$ cat src/rtl/fetch_pkg.sv
// Shared types and constants for the instruction fetch unit and its fetch buffer.
package fetch_pkg;

  localparam logic [31:0] NOP_INST = 32'h0000_0013;

  typedef enum logic {RUN, HALT} fetch_state_t;

  typedef struct packed {
    logic [31:0] inst;
    logic [15:0] pc;
  } fetch_entry_t;

endpackage

$ cat src/rtl/instruction_fetch_unit_if.sv
// Instruction-memory and decode-side signals of the fetch unit, bundled in one interface.
interface instruction_fetch_unit_if;

  logic        IMEM_EN;
  logic [15:0] IMEM_ADDR;
  logic [31:0] IMEM_RDATA;
  logic        STALL;
  logic        REDIRECT_EN;
  logic [15:0] REDIRECT_PC;
  logic [31:0] INST_MEM_DATA_BUS;
  logic [15:0] INST_PC;
  logic        INST_VALID;
  logic        MISALIGNED_FAULT;

  modport master (
    output IMEM_EN, IMEM_ADDR, INST_MEM_DATA_BUS, INST_PC, INST_VALID, MISALIGNED_FAULT,
    input  IMEM_RDATA, STALL, REDIRECT_EN, REDIRECT_PC
  );

  modport slave (
    input  IMEM_EN, IMEM_ADDR, INST_MEM_DATA_BUS, INST_PC, INST_VALID, MISALIGNED_FAULT,
    output IMEM_RDATA, STALL, REDIRECT_EN, REDIRECT_PC
  );

endinterface

$ cat src/rtl/fetch_buffer.sv
// Two-entry synchronous FIFO holding fetched {inst, pc} pairs; flush wins over push/pop.
module fetch_buffer
  import fetch_pkg::*;
(
  input  logic         clk_i,
  input  logic         rst_ni,
  input  logic         push_i,
  input  fetch_entry_t wdata_i,
  input  logic         pop_i,
  input  logic         flush_i,
  output logic [1:0]   count_o,
  output fetch_entry_t head_o
);

  fetch_entry_t mem_q [2];
  logic         wptr_q, wptr_d;
  logic         rptr_q, rptr_d;
  logic [1:0]   count_q, count_d;
  logic         do_push, do_pop;

  always_comb begin
    // A push into a full buffer is accepted only when a pop frees the head slot.
    do_push = push_i && ((count_q != 2'd2) || pop_i);
    do_pop  = pop_i && (count_q != 2'd0);
    wptr_d  = wptr_q;
    rptr_d  = rptr_q;
    count_d = count_q;
    if (flush_i) begin
      wptr_d  = 1'b0;
      rptr_d  = 1'b0;
      count_d = 2'd0;
    end else begin
      if (do_push) wptr_d = ~wptr_q;
      if (do_pop)  rptr_d = ~rptr_q;
      count_d = count_q + {1'b0, do_push} - {1'b0, do_pop};
    end
  end

  always_ff @(posedge clk_i) begin
    if (!rst_ni) begin
      wptr_q   <= 1'b0;
      rptr_q   <= 1'b0;
      count_q  <= 2'd0;
      mem_q[0] <= '0;
      mem_q[1] <= '0;
    end else begin
      wptr_q  <= wptr_d;
      rptr_q  <= rptr_d;
      count_q <= count_d;
      if (do_push && !flush_i) mem_q[wptr_q] <= wdata_i;
    end
  end

  assign count_o = count_q;
  assign head_o  = mem_q[rptr_q];

endmodule

$ cat src/rtl/instruction_fetch_unit.sv
// Fetch unit: owns the PC, issues word reads, buffers responses and feeds decode,
// handling stalls, redirects and misaligned-target halts.
module instruction_fetch_unit
  import fetch_pkg::*;
#(
  parameter logic [15:0] RESET_VECTOR = 16'h0000
) (
  input logic                       CK_REF,
  input logic                       RST_N,
  instruction_fetch_unit_if.master  fetch_bus
);

  fetch_state_t state_q, state_d;
  logic [15:0]  fpc_q, fpc_d;
  logic [15:0]  issued_pc_q, issued_pc_d;
  logic [15:0]  last_pc_q, last_pc_d;
  logic         inflight_q, inflight_d;
  logic         fault_q, fault_d;

  logic [1:0]   buf_count;
  fetch_entry_t buf_head, push_entry;
  logic         push, pop, flush, issue, inst_valid;
  logic [2:0]   occ_after;

  always_comb begin
    inst_valid  = (state_q == RUN) && (buf_count != 2'd0);
    pop         = inst_valid && !fetch_bus.STALL;
    occ_after   = {1'b0, buf_count} + {2'b00, inflight_q} - {2'b00, pop};
    // Issue is gated by reset so the memory sees no strobe while RST_N is held low.
    issue       = RST_N && (state_q == RUN) && !fetch_bus.REDIRECT_EN && (occ_after <= 3'd1);
    state_d     = state_q;
    fpc_d       = fpc_q;
    fault_d     = fault_q;
    push        = 1'b0;
    flush       = 1'b0;
    push_entry  = '{inst: fetch_bus.IMEM_RDATA, pc: issued_pc_q};
    inflight_d  = issue;
    issued_pc_d = issue ? fpc_q : issued_pc_q;
    last_pc_d   = inst_valid ? buf_head.pc : last_pc_q;
    unique case (state_q)
      RUN: begin
        if (fetch_bus.REDIRECT_EN) begin
          flush = 1'b1;
          if (fetch_bus.REDIRECT_PC[1:0] != 2'b00) begin
            state_d = HALT;
            fault_d = 1'b1;
          end else begin
            fpc_d = fetch_bus.REDIRECT_PC;
          end
        end else begin
          push = inflight_q;
          if (issue) fpc_d = fpc_q + 16'd4;
        end
      end
      HALT: ;
    endcase
  end

  always_ff @(posedge CK_REF) begin
    if (!RST_N) begin
      state_q     <= RUN;
      fpc_q       <= RESET_VECTOR;
      issued_pc_q <= RESET_VECTOR;
      last_pc_q   <= 16'h0000;
      inflight_q  <= 1'b0;
      fault_q     <= 1'b0;
    end else begin
      state_q     <= state_d;
      fpc_q       <= fpc_d;
      issued_pc_q <= issued_pc_d;
      last_pc_q   <= last_pc_d;
      inflight_q  <= inflight_d;
      fault_q     <= fault_d;
    end
  end

  fetch_buffer u_fetch_buffer (
    .clk_i   (CK_REF),
    .rst_ni  (RST_N),
    .push_i  (push),
    .wdata_i (push_entry),
    .pop_i   (pop),
    .flush_i (flush),
    .count_o (buf_count),
    .head_o  (buf_head)
  );

  assign fetch_bus.IMEM_EN           = issue;
  assign fetch_bus.IMEM_ADDR         = fpc_q;
  assign fetch_bus.INST_VALID        = inst_valid;
  assign fetch_bus.INST_MEM_DATA_BUS = inst_valid ? buf_head.inst : NOP_INST;
  assign fetch_bus.INST_PC           = inst_valid ? buf_head.pc : last_pc_q;
  assign fetch_bus.MISALIGNED_FAULT  = fault_q;

endmodule

$ cat src/flat_wrapper.sv
// flat-port wrapper written by rule: the top's interface ports become plain ports
module instruction_fetch_unit_flat import fetch_pkg::*;
#(
  parameter logic [15:0] RESET_VECTOR = 16'h0000
)
  (CK_REF, RST_N, fetch_bus_IMEM_EN, fetch_bus_IMEM_ADDR, fetch_bus_INST_MEM_DATA_BUS, fetch_bus_INST_PC, fetch_bus_INST_VALID, fetch_bus_MISALIGNED_FAULT, fetch_bus_IMEM_RDATA, fetch_bus_STALL, fetch_bus_REDIRECT_EN, fetch_bus_REDIRECT_PC);
  instruction_fetch_unit_if fetch_bus_i ();
  input logic CK_REF;
  input logic RST_N;
  output wire logic [$bits(fetch_bus_i.IMEM_EN)-1:0] fetch_bus_IMEM_EN;
  output wire logic [$bits(fetch_bus_i.IMEM_ADDR)-1:0] fetch_bus_IMEM_ADDR;
  output wire logic [$bits(fetch_bus_i.INST_MEM_DATA_BUS)-1:0] fetch_bus_INST_MEM_DATA_BUS;
  output wire logic [$bits(fetch_bus_i.INST_PC)-1:0] fetch_bus_INST_PC;
  output wire logic [$bits(fetch_bus_i.INST_VALID)-1:0] fetch_bus_INST_VALID;
  output wire logic [$bits(fetch_bus_i.MISALIGNED_FAULT)-1:0] fetch_bus_MISALIGNED_FAULT;
  input wire logic [$bits(fetch_bus_i.IMEM_RDATA)-1:0] fetch_bus_IMEM_RDATA;
  input wire logic [$bits(fetch_bus_i.STALL)-1:0] fetch_bus_STALL;
  input wire logic [$bits(fetch_bus_i.REDIRECT_EN)-1:0] fetch_bus_REDIRECT_EN;
  input wire logic [$bits(fetch_bus_i.REDIRECT_PC)-1:0] fetch_bus_REDIRECT_PC;
  assign fetch_bus_IMEM_EN = fetch_bus_i.IMEM_EN;
  assign fetch_bus_IMEM_ADDR = fetch_bus_i.IMEM_ADDR;
  assign fetch_bus_INST_MEM_DATA_BUS = fetch_bus_i.INST_MEM_DATA_BUS;
  assign fetch_bus_INST_PC = fetch_bus_i.INST_PC;
  assign fetch_bus_INST_VALID = fetch_bus_i.INST_VALID;
  assign fetch_bus_MISALIGNED_FAULT = fetch_bus_i.MISALIGNED_FAULT;
  assign fetch_bus_i.IMEM_RDATA = fetch_bus_IMEM_RDATA;
  assign fetch_bus_i.STALL = fetch_bus_STALL;
  assign fetch_bus_i.REDIRECT_EN = fetch_bus_REDIRECT_EN;
  assign fetch_bus_i.REDIRECT_PC = fetch_bus_REDIRECT_PC;
  instruction_fetch_unit #(.RESET_VECTOR(RESET_VECTOR)) u_core (.CK_REF(CK_REF), .RST_N(RST_N), .fetch_bus(fetch_bus_i));
endmodule
$ cat config.mk
export PLATFORM = sky130hd
export DESIGN_NAME = instruction_fetch_unit_flat
export DESIGN_NICKNAME = d
export VERILOG_FILES = /design/src/rtl/fetch_pkg.sv /design/src/rtl/instruction_fetch_unit_if.sv /design/src/rtl/fetch_buffer.sv /design/src/rtl/instruction_fetch_unit.sv /design/src/flat_wrapper.sv
export SDC_FILE = /design/constraint.sdc
export NUM_CORES = 1
export LEC_CHECK = 0
export CORE_ASPECT_RATIO = 0.7
export CORE_MARGIN = 8
export CORE_UTILIZATION = 48
export DETAILED_ROUTE_END_ITERATION = 10
export PLACE_DENSITY = 0.85
export SKIP_CTS_REPAIR_TIMING = 1
export SYNTH_ARGS = -nofsm -noshare
export SYNTH_HDL_FRONTEND = slang
export SYNTH_SLANG_ARGS = --single-unit
$ cat constraint.sdc
create_clock -name CK_REF -period 4.8 [get_ports CK_REF]
set_input_delay 0.72 -clock CK_REF [delete_from_list [all_inputs] [get_ports CK_REF]]
set_output_delay 0.72 -clock CK_REF [all_outputs]
set_load 0.05 [all_outputs]
==> summary.md, run 1 <==
| Metric | Value |
|---|---|
| Status | finished, final reports clean |
| Row cnt | 36 |
| Worst clock skew | approximately 0.012 ns |
| Starting Density | ~49% |
| Area growth, synth to finish | 29.67% |
| TNS Setup | 0 ns |
| Final Hold Vio Count | 0 |
| Die height | approximately 120 µm |
| IO Port Bufs | 118 |
| DP Area | between 8000 and 9000 µm² |
| Count of unique library cells instantiated by Yosys | 49 |
| CP Max Fanout | 10 |
| Fmax | between 0.2 and 0.3 GHz |
| # IOs | between 100 and 150 |
| DRT Pass-1 Iters | 5 |
| Post-route clock period utilization | between 80% and 90% |
| Initial antenna violation count | 0 |
| Die area | 18200 µm² |
| Post-synth top area share | a little over two fifths |
| Setup slack, reg-to-reg | 1.55 ns |
| Area of the multi-input gates | about 2600 µm² |
| Drt total wl | between 15000 and 20000 µm |
| Critical Path Sink Type | output port |
| FF+latch area | 4005 µm² |
| Top cell type by total area after synthesis | edfxtp_1 |
| Detailed placement HPWL | ~11000 µm |
| Clock tree buffer depth | 2 |
| DR vias | around 4800 |
| TritonCTS buffer count | 17 |
| Fill cells | about 1100 |
| Number of DRC markers in iteration 0 | 332 |
| Tot Pwr | roughly 3 mW |
| Maximum vdd drop | roughly 0.00025 V |
| Overflow after GRT | 0 |
| Crit start category | input port |
| Setup-failing EPs final | 0 |
| Synth Cell Area | approximately 6800 µm² |
| Commonest cells after routing, fill and taps aside | clkdlybuf4s50_1 (117), and2_1 (114), edfxtp_1 (96), mux2i_1 (64), nor2_1 (59) |
| Average cell area after synthesis | ~11 µm² |
| Die span in x | 157.8 µm |
| Clock sink count | 152 |
| Insertion delay to the later sink of the worst-skew pair | roughly 0.4 ns |
| Leak | 3.192 nW |
| Post-synth EDFFs | 96 |
| Drt drc | 0 |
| Synth Register Bits | between 150 and 200 |
| Async S/R FF share, synth | 0% |
| Warnings, synthesis | 0 |
| Post-Syn Instances | 593 |
| Final Cell Area | between 8000 and 9000 µm² |
| Global-route wire length before repair | 25160 µm |
| Via density per instance | 5.269 |
| MaxCap Viol Count | 0 |
| Core footprint | ~14000 µm² |
| Slew Viols, Final | 0 |
| WL/cell | about 17 µm |
| Fin util | roughly 63% |
| Sequential area share after synthesis | approximately three fifths |
| Unrepaired setup endpoints after global routing | no |
| Root Buffer | clkbuf_16 |
| Pin count of the biggest net entering global routing | between 60 and 70 |
| Fin crit period | 3.964 ns |
| Gpl congestion | between 0.8 and 0.9 |
| Post-DRT Antenna Nets | 0 |
| CTS tree | yes |
| Mapped Nets | 651 |
| Worst Path Arrival | between 3 and 4 ns |
| Diodes inserted | 0 |
| Worst-path clk slew | ~0.060 ns |
| Worst-Margin Slew | around 1.1 ns |
| Share of cells above drive strength 1 | 8.078% |
| Final nets | 763 |
| Kind of critical path | in2out |
| Vias in the first global route | around 5000 |
| CTS H-Tree Depth | 4 |
| Slew headroom | a little over a quarter |
| Most used DFF post-synth | edfxtp_1 |
| Pwr dens | 349.3 nW/µm² |
| Gr usage total | approximately 18% |
| Commonest non-fill, non-tap cell in the layout | clkdlybuf4s50_1 |
| Synth area leaders | edfxtp_1 (43%), dfxtp_1 (17%), and2_1 (11%) |
| HP Class | reg2reg |
| Worst Path Required | approximately 4 ns |
## cells by family (layout without fill, tap and decap cells)
family | Yosys count | count (layout) | synth area share, %
DFF | 152 | 152 | 59.23
AOI/OAI and AO/OA | 66 | 66 | 6.385
xor gates and xnor gates | 5 | 5 | 0.6479
muxes | 64 | 64 | 9.476
and+or+nand+nor | 250 | 250 | 19.82
buffers and inverters | 50 | 175 | 3.220
adders and majority gates | 6 | 6 | 1.222
## layout make-up
| cell class | instances | share of cell area, % |
|---|---|---|
| Sequential cell | 152 | 45.69 |
| Multi-Input combinational cell | 391 | 29.46 |
| Timing Repair Buffer | 130 | 14.62 |
| Clock buffer | 25 | 6.395 |
| Tap cell | 190 | 2.712 |
| Clock inverter | 7 | 0.5709 |
| Inverter | 13 | 0.5567 |
## through the flow
step / hold slack [ns] / worst slack [ns] / instances
3_5_place_dp: 0.4625 / 0.8740 / 876
2_1_floorplan: 0.4628 / -0.2682 / 593
5_1_grt: 0.5062 / 0.6523 / 908
4_1_cts: 0.4786 / 0.8465 / 908
3_3_place_gp: 0.4488 / 0.9295 / 876
6_report: 0.4774 / 0.8358 / 908
## final timing paths
kind,startpoint,cells after the start,end
worst max-delay path,fetch_bus_STALL,11,fetch_bus_IMEM_EN
worst min-delay path,u_core.fetch_bus.MISALIGNED_FAULT,1,u_core.fetch_bus.MISALIGNED_FAULT
worst max register to register,u_core.u_fetch_buffer.count_o[1],11,u_core.fetch_bus.IMEM_ADDR[15]
worst min register to register,u_core.fetch_bus.MISALIGNED_FAULT,1,u_core.fetch_bus.MISALIGNED_FAULT
## per-layer routing
metal / track usage, % / part of all wire (%) / wire, µm
met1: 21.70 / 43 / 6814
met2: 29.62 / 50 / 7846
met3: 5.145 / 6.4 / 1020
met4: 6.005 / 1.0 / 165
met5: 0 / 0 / 0
## worst max-delay path, stage by stage
cell	delay, ns
clkdlybuf4s50_1	0.52
nor2_1	0.08
ha_1	0.28
inv_1	0.06
ha_1	0.13
inv_1	0.05
fa_1	0.38
xor2_1	0.31
or2_1	0.43
inv_1	0.08
buf_4	0.20
## Yosys cell counts (all sizes together), types with 2 or more instances
cell / number
and3: 5
a41oi: 3
mux2i: 64
a21oi: 13
nand2: 41
edfxtp: 96
and2: 114
nor2: 59
dfxtp: 56
or4b: 2
or4: 2
o21ai: 30
inv: 13
o31ai: 2
xnor2: 3
o41ai: 2
nand4: 3
ha: 5
nor3: 4
nand3: 10
buf: 18
o21a: 3
o211ai: 2
a31oi: 2
xor2: 2
nor4: 3
or2: 2
clkbuf: 19
## report_power, final
| group | switching, mW | leakage, nW | total [mW] | internal, mW |
|---|---|---|---|---|
| logic | 0.164 | 1.44 | 0.270 | 0.107 |
| registers | 0.0280 | 1.45 | 1.46 | 1.44 |
| clock network | 0.512 | 0.301 | 1.33 | 0.816 |
| total | 0.704 | 3.19 | 3.06 | 2.36 |
## sequential cells by signal (all words and copies together) (netlist names), named ones only
signal / flops
u_core.u_fetch_buffer.rptr_q: 1
u_core.last_pc_q: 16
u_core.issued_pc_q: 16
u_core.inflight_q: 1
u_core.u_fetch_buffer.mem_q: 96
u_core.state_q: 1
u_core.fetch_bus.IMEM_ADDR: 16
u_core.u_fetch_buffer.wptr_q: 1
u_core.fetch_bus.MISALIGNED_FAULT: 1
u_core.u_fetch_buffer.count_o: 2
Note: power is estimated with default switching activity, not from simulation.
==> inputs of run 2 (changes only) <==
- clock period: 4.8 -> 3.5 ns (I/O delays scaled with it)
==> run 2 against run 1 <==
  * Hold slack lost 0.0056 ns
  * Clock power increased by 36%
  * Sequential share of layout area decreased by 0.12 points
  * Non-clock buffer count increased by 6
  * Sequential power rose by 38%
  * Setup slack lost 0.73 ns
  * Die area unchanged
  * Largest power group unchanged
==> summary.md, run 2 (synthesized netlist as in run 1, its figures left out) <==
| Metric | Value |
|---|---|
| CP Max Fanout | 6 (-4) |
| Leak | 3.197 nW (+0.15%) |
| Fill cells | 1055 (-2.6%) |
| Reg-to-reg startpoint | u_core.state_q |
| Pin count of the biggest net entering global routing | 64 (unchanged) |
| Final Hold Vio Count | 0 (unchanged) |
| Final nets | 769 (+0.79%) |
| Largest register by flop count | u_core.u_fetch_buffer.mem_q |
| Cell internal pwr | 3.233 mW (+37%) |
| CTS H-Tree Depth | 4 (unchanged) |
| Metal1 wirelength | 6809 µm (about the same) |
| WL met3 | 957 µm (-6.2%) |
| Largest delay share family, worst path | adder cells |
| Insertion delay to the later sink of the worst-skew pair | 0.41 ns (about the same) |
| Initial antenna violation count | 0 (unchanged) |
| Kind of critical path | in2out |
| TritonCTS buffer count | 17 (unchanged) |
| Gpl congestion | 0.8356 (-1.1%) |
| CP max-delay cell | fa_1 |
| Detailed placement HPWL | 10910 µm (+1.6%) |
| Comb pwr share | 9.0% (+0.2 points) |
| Unrepaired setup endpoints after global routing | no |
| Tot Pwr | 4.193 mW (+37%) |
| Psw | 0.9598 mW (+36%) |
| Global-route wire length before repair | 25410 µm (+0.99%) |
| HP Class | reg2reg |
| Post-route clock period utilization | between 90% and 100% |
| Drt total wl | 15800 µm (-0.28%) |
| CTS tree | yes |
| Maximum vdd drop | 0.0003174 V (+28%) |
| # IOs | 119 (unchanged) |
| Clock tree buffer depth | 2 (unchanged) |
| Number of DRC markers in iteration 0 | 408 (+23%) |
| Commonest cells after routing, fill and taps aside | clkdlybuf4s50_1 (117), and2_1 (114), edfxtp_1 (96), mux2i_1 (64), nor2_1 (59) |
| DP Area | 8192 µm² (+0.44%) |
| Fin crit period | about 3.4 ns |
| Slew headroom | 52.11% (+26 points) |
| Setup crit end | fetch_bus_IMEM_EN |
| Setup-failing EPs final | 0 (unchanged) |
| Highest routed layer | met4 |
| Commonest non-fill, non-tap cell in the layout | clkdlybuf4s50_1 |
| Setup crit start | fetch_bus_STALL |
| Worst-path clk slew | 0.06 ns (about the same) |
| Critical Path Sink Type | output port |
| Worst-Margin Slew | 0.7165 ns (-0.3853 ns) |
| CP bufs+invs | 5 (unchanged) |
| Worst Path Arrival | 2.87 ns (-0.37 ns) |
| Clock sink count | 152 (unchanged) |
| MaxCap Viol Count | 0 (unchanged) |
| Overflow after GRT | 0 (unchanged) |
| Layout Cells excl Fill | 914 (+0.66%) |
| FF-to-FF End | u_core.fetch_bus.IMEM_ADDR[11] |
| Core footprint | 13830 µm² (unchanged) |
| Clock group share of total power | 43.1% (-0.3 points) |
| Fmax | slightly below 0.3 GHz |
| Part of the power in registers | 47.8% (about the same) |
| IO Port Bufs | 118 (unchanged) |
| Row cnt | 36 (unchanged) |
| Worst clock skew | 0.008836 ns (-0.002728 ns) |
| Metal2 WL | 7824 µm (-0.28%) |
| Worst hold margin | 0.4718 ns (-0.005568 ns) |
| Root Buffer | clkbuf_16 |
| Worst Path Required | 2.97 ns (-1.11 ns) |
| Die area | 18200 µm² (unchanged) |
| DRT Pass-1 Iters | 4 (-1) |
| CP Cell Sequence | clkdlybuf4s50_1 > nor2_1 > ha_1 > inv_1 > ha_1 > inv_1 > fa_1 > nand4bb_4 > or2_4 > clkinvlp_4 > buf_4 |
| TNS Setup | 0 ns (unchanged) |
| Status | finished, final reports clean |
| Placed cell count | 882 (+0.68%) |
| Drt drc | 0 (unchanged) |
| Diodes inserted | 0 (unchanged) |
| Worst reg2reg path depth | 11 (unchanged) |
| Die span in x | 157.8 µm (unchanged) |
| Worst path max stage delay | 0.53 ns (about the same) |
| Die height | 115.3 µm (unchanged) |
| Crit start category | input port |
| Slew Viols, Final | 0 (unchanged) |
| WL/cell | 17.29 µm (-0.94%) |
| Stages on the worst setup path | 11 (unchanged) |
| Via density per instance | 5.247 (-0.41%) |
| DR vias | 4796 (+0.25%) |
| Gr usage total | 17.94% (+0.19 points) |
| Pwr dens | 476.9 nW/µm² (+37%) |
| Final Cell Area | 8792 µm² (+0.30%) |
| Largest register FFs | 96 (unchanged) |
| Starting Density | 48.89% (unchanged) |
| Share of cells above drive strength 1 | 9.116% (+1.0 points) |
| Vias in the first global route | 5076 (+0.65%) |
| Area growth, synth to finish | 30.06% |
| Switching share of power | 22.89% (-0.083 points) |
| Post-DRT Antenna Nets | 0 (unchanged) |
| Setup slack, reg-to-reg | 0.54 ns (-1.01 ns) |
run 2: changes by cell type in the layout (fill, tap and decap cells not counted), sizes merged:
cell,before,now
buf,13,19
bufinv,0,2
clkbuf,25,22
clkinv,4,2
clkinvlp,1,3
inv,15,16
run 2: worst register-to-register path, delay by kind of cell, from the launching register on:
family	cells	cell delay (ns)
flip-flops	1	0.42
AND/OR/NAND/NOR	4	1.06
AO/OA/AOI/OAI	2	0.37
buffers and inverters	2	0.10
adder cells (fa/ha/maj)	3	0.94
run 2: layout make-up:
type / instances / area, µm² / area share (%)
multi-input cells: 391 / 2592 / 29.49
clock inverters: 10 / 113.9 / 1.295
well taps: 190 / 237.7 / 2.704
repair buffers: 136 / 1314 / 14.94
clock buffers: 22 / 475.5 / 5.408
flip-flops and latches: 152 / 4006 / 45.57
inverters: 13 / 52.55 / 0.5977
run 2: power by group through the flow:
| stage | Clock (mW) | Sequential [mW] | Combinational, mW |
|---|---|---|---|
| after floorplan | 0 | 2.06 | 0.192 |
| after global placement | 0 | 2.04 | 0.366 |
| after detailed placement | 0 | 2.04 | 0.377 |
| after CTS | 1.84 | 2.00 | 0.380 |
| after global routing | 1.92 | 2.01 | 0.406 |
| final | 1.81 | 2.01 | 0.379 |
run 2: worst min path at each step:
| stage | startpoint | end | slack, ns | depth (start not counted) |
|---|---|---|---|---|
| after floorplan | u_core.issued_pc_q[12] | u_core.issued_pc_q[12] | 0.46 | 2 |
| after global placement | u_core.fetch_bus.MISALIGNED_FAULT | u_core.fetch_bus.MISALIGNED_FAULT | 0.45 | 1 |
| after detailed placement | u_core.fetch_bus.MISALIGNED_FAULT | u_core.fetch_bus.MISALIGNED_FAULT | 0.46 | 1 |
| after CTS | u_core.fetch_bus.MISALIGNED_FAULT | u_core.fetch_bus.MISALIGNED_FAULT | 0.47 | 1 |
| after global routing | u_core.fetch_bus.MISALIGNED_FAULT | u_core.fetch_bus.MISALIGNED_FAULT | 0.48 | 1 |
| final | u_core.fetch_bus.MISALIGNED_FAULT | u_core.fetch_bus.MISALIGNED_FAULT | 0.47 | 1 |
run 2: per-layer routing:
metal | track usage (%) | vias up
met5 | 0 | -
met4 | 7.016 | 0
met3 | 4.318 | 17
met2 | 30.34 | 169
met1 | 21.82 | 2305
li1 | - | 2305
run 2: per-stage QoR:
step / setup slack, ns / util (%)
after floorplan: -0.08131 / -
after global placement: 0.09746 / 59.24
after detailed placement: 0.01320 / 59.24
after CTS: 0.009980 / 63.50
after global routing: 0.03102 / 63.58
final: 0.1082 / 63.58
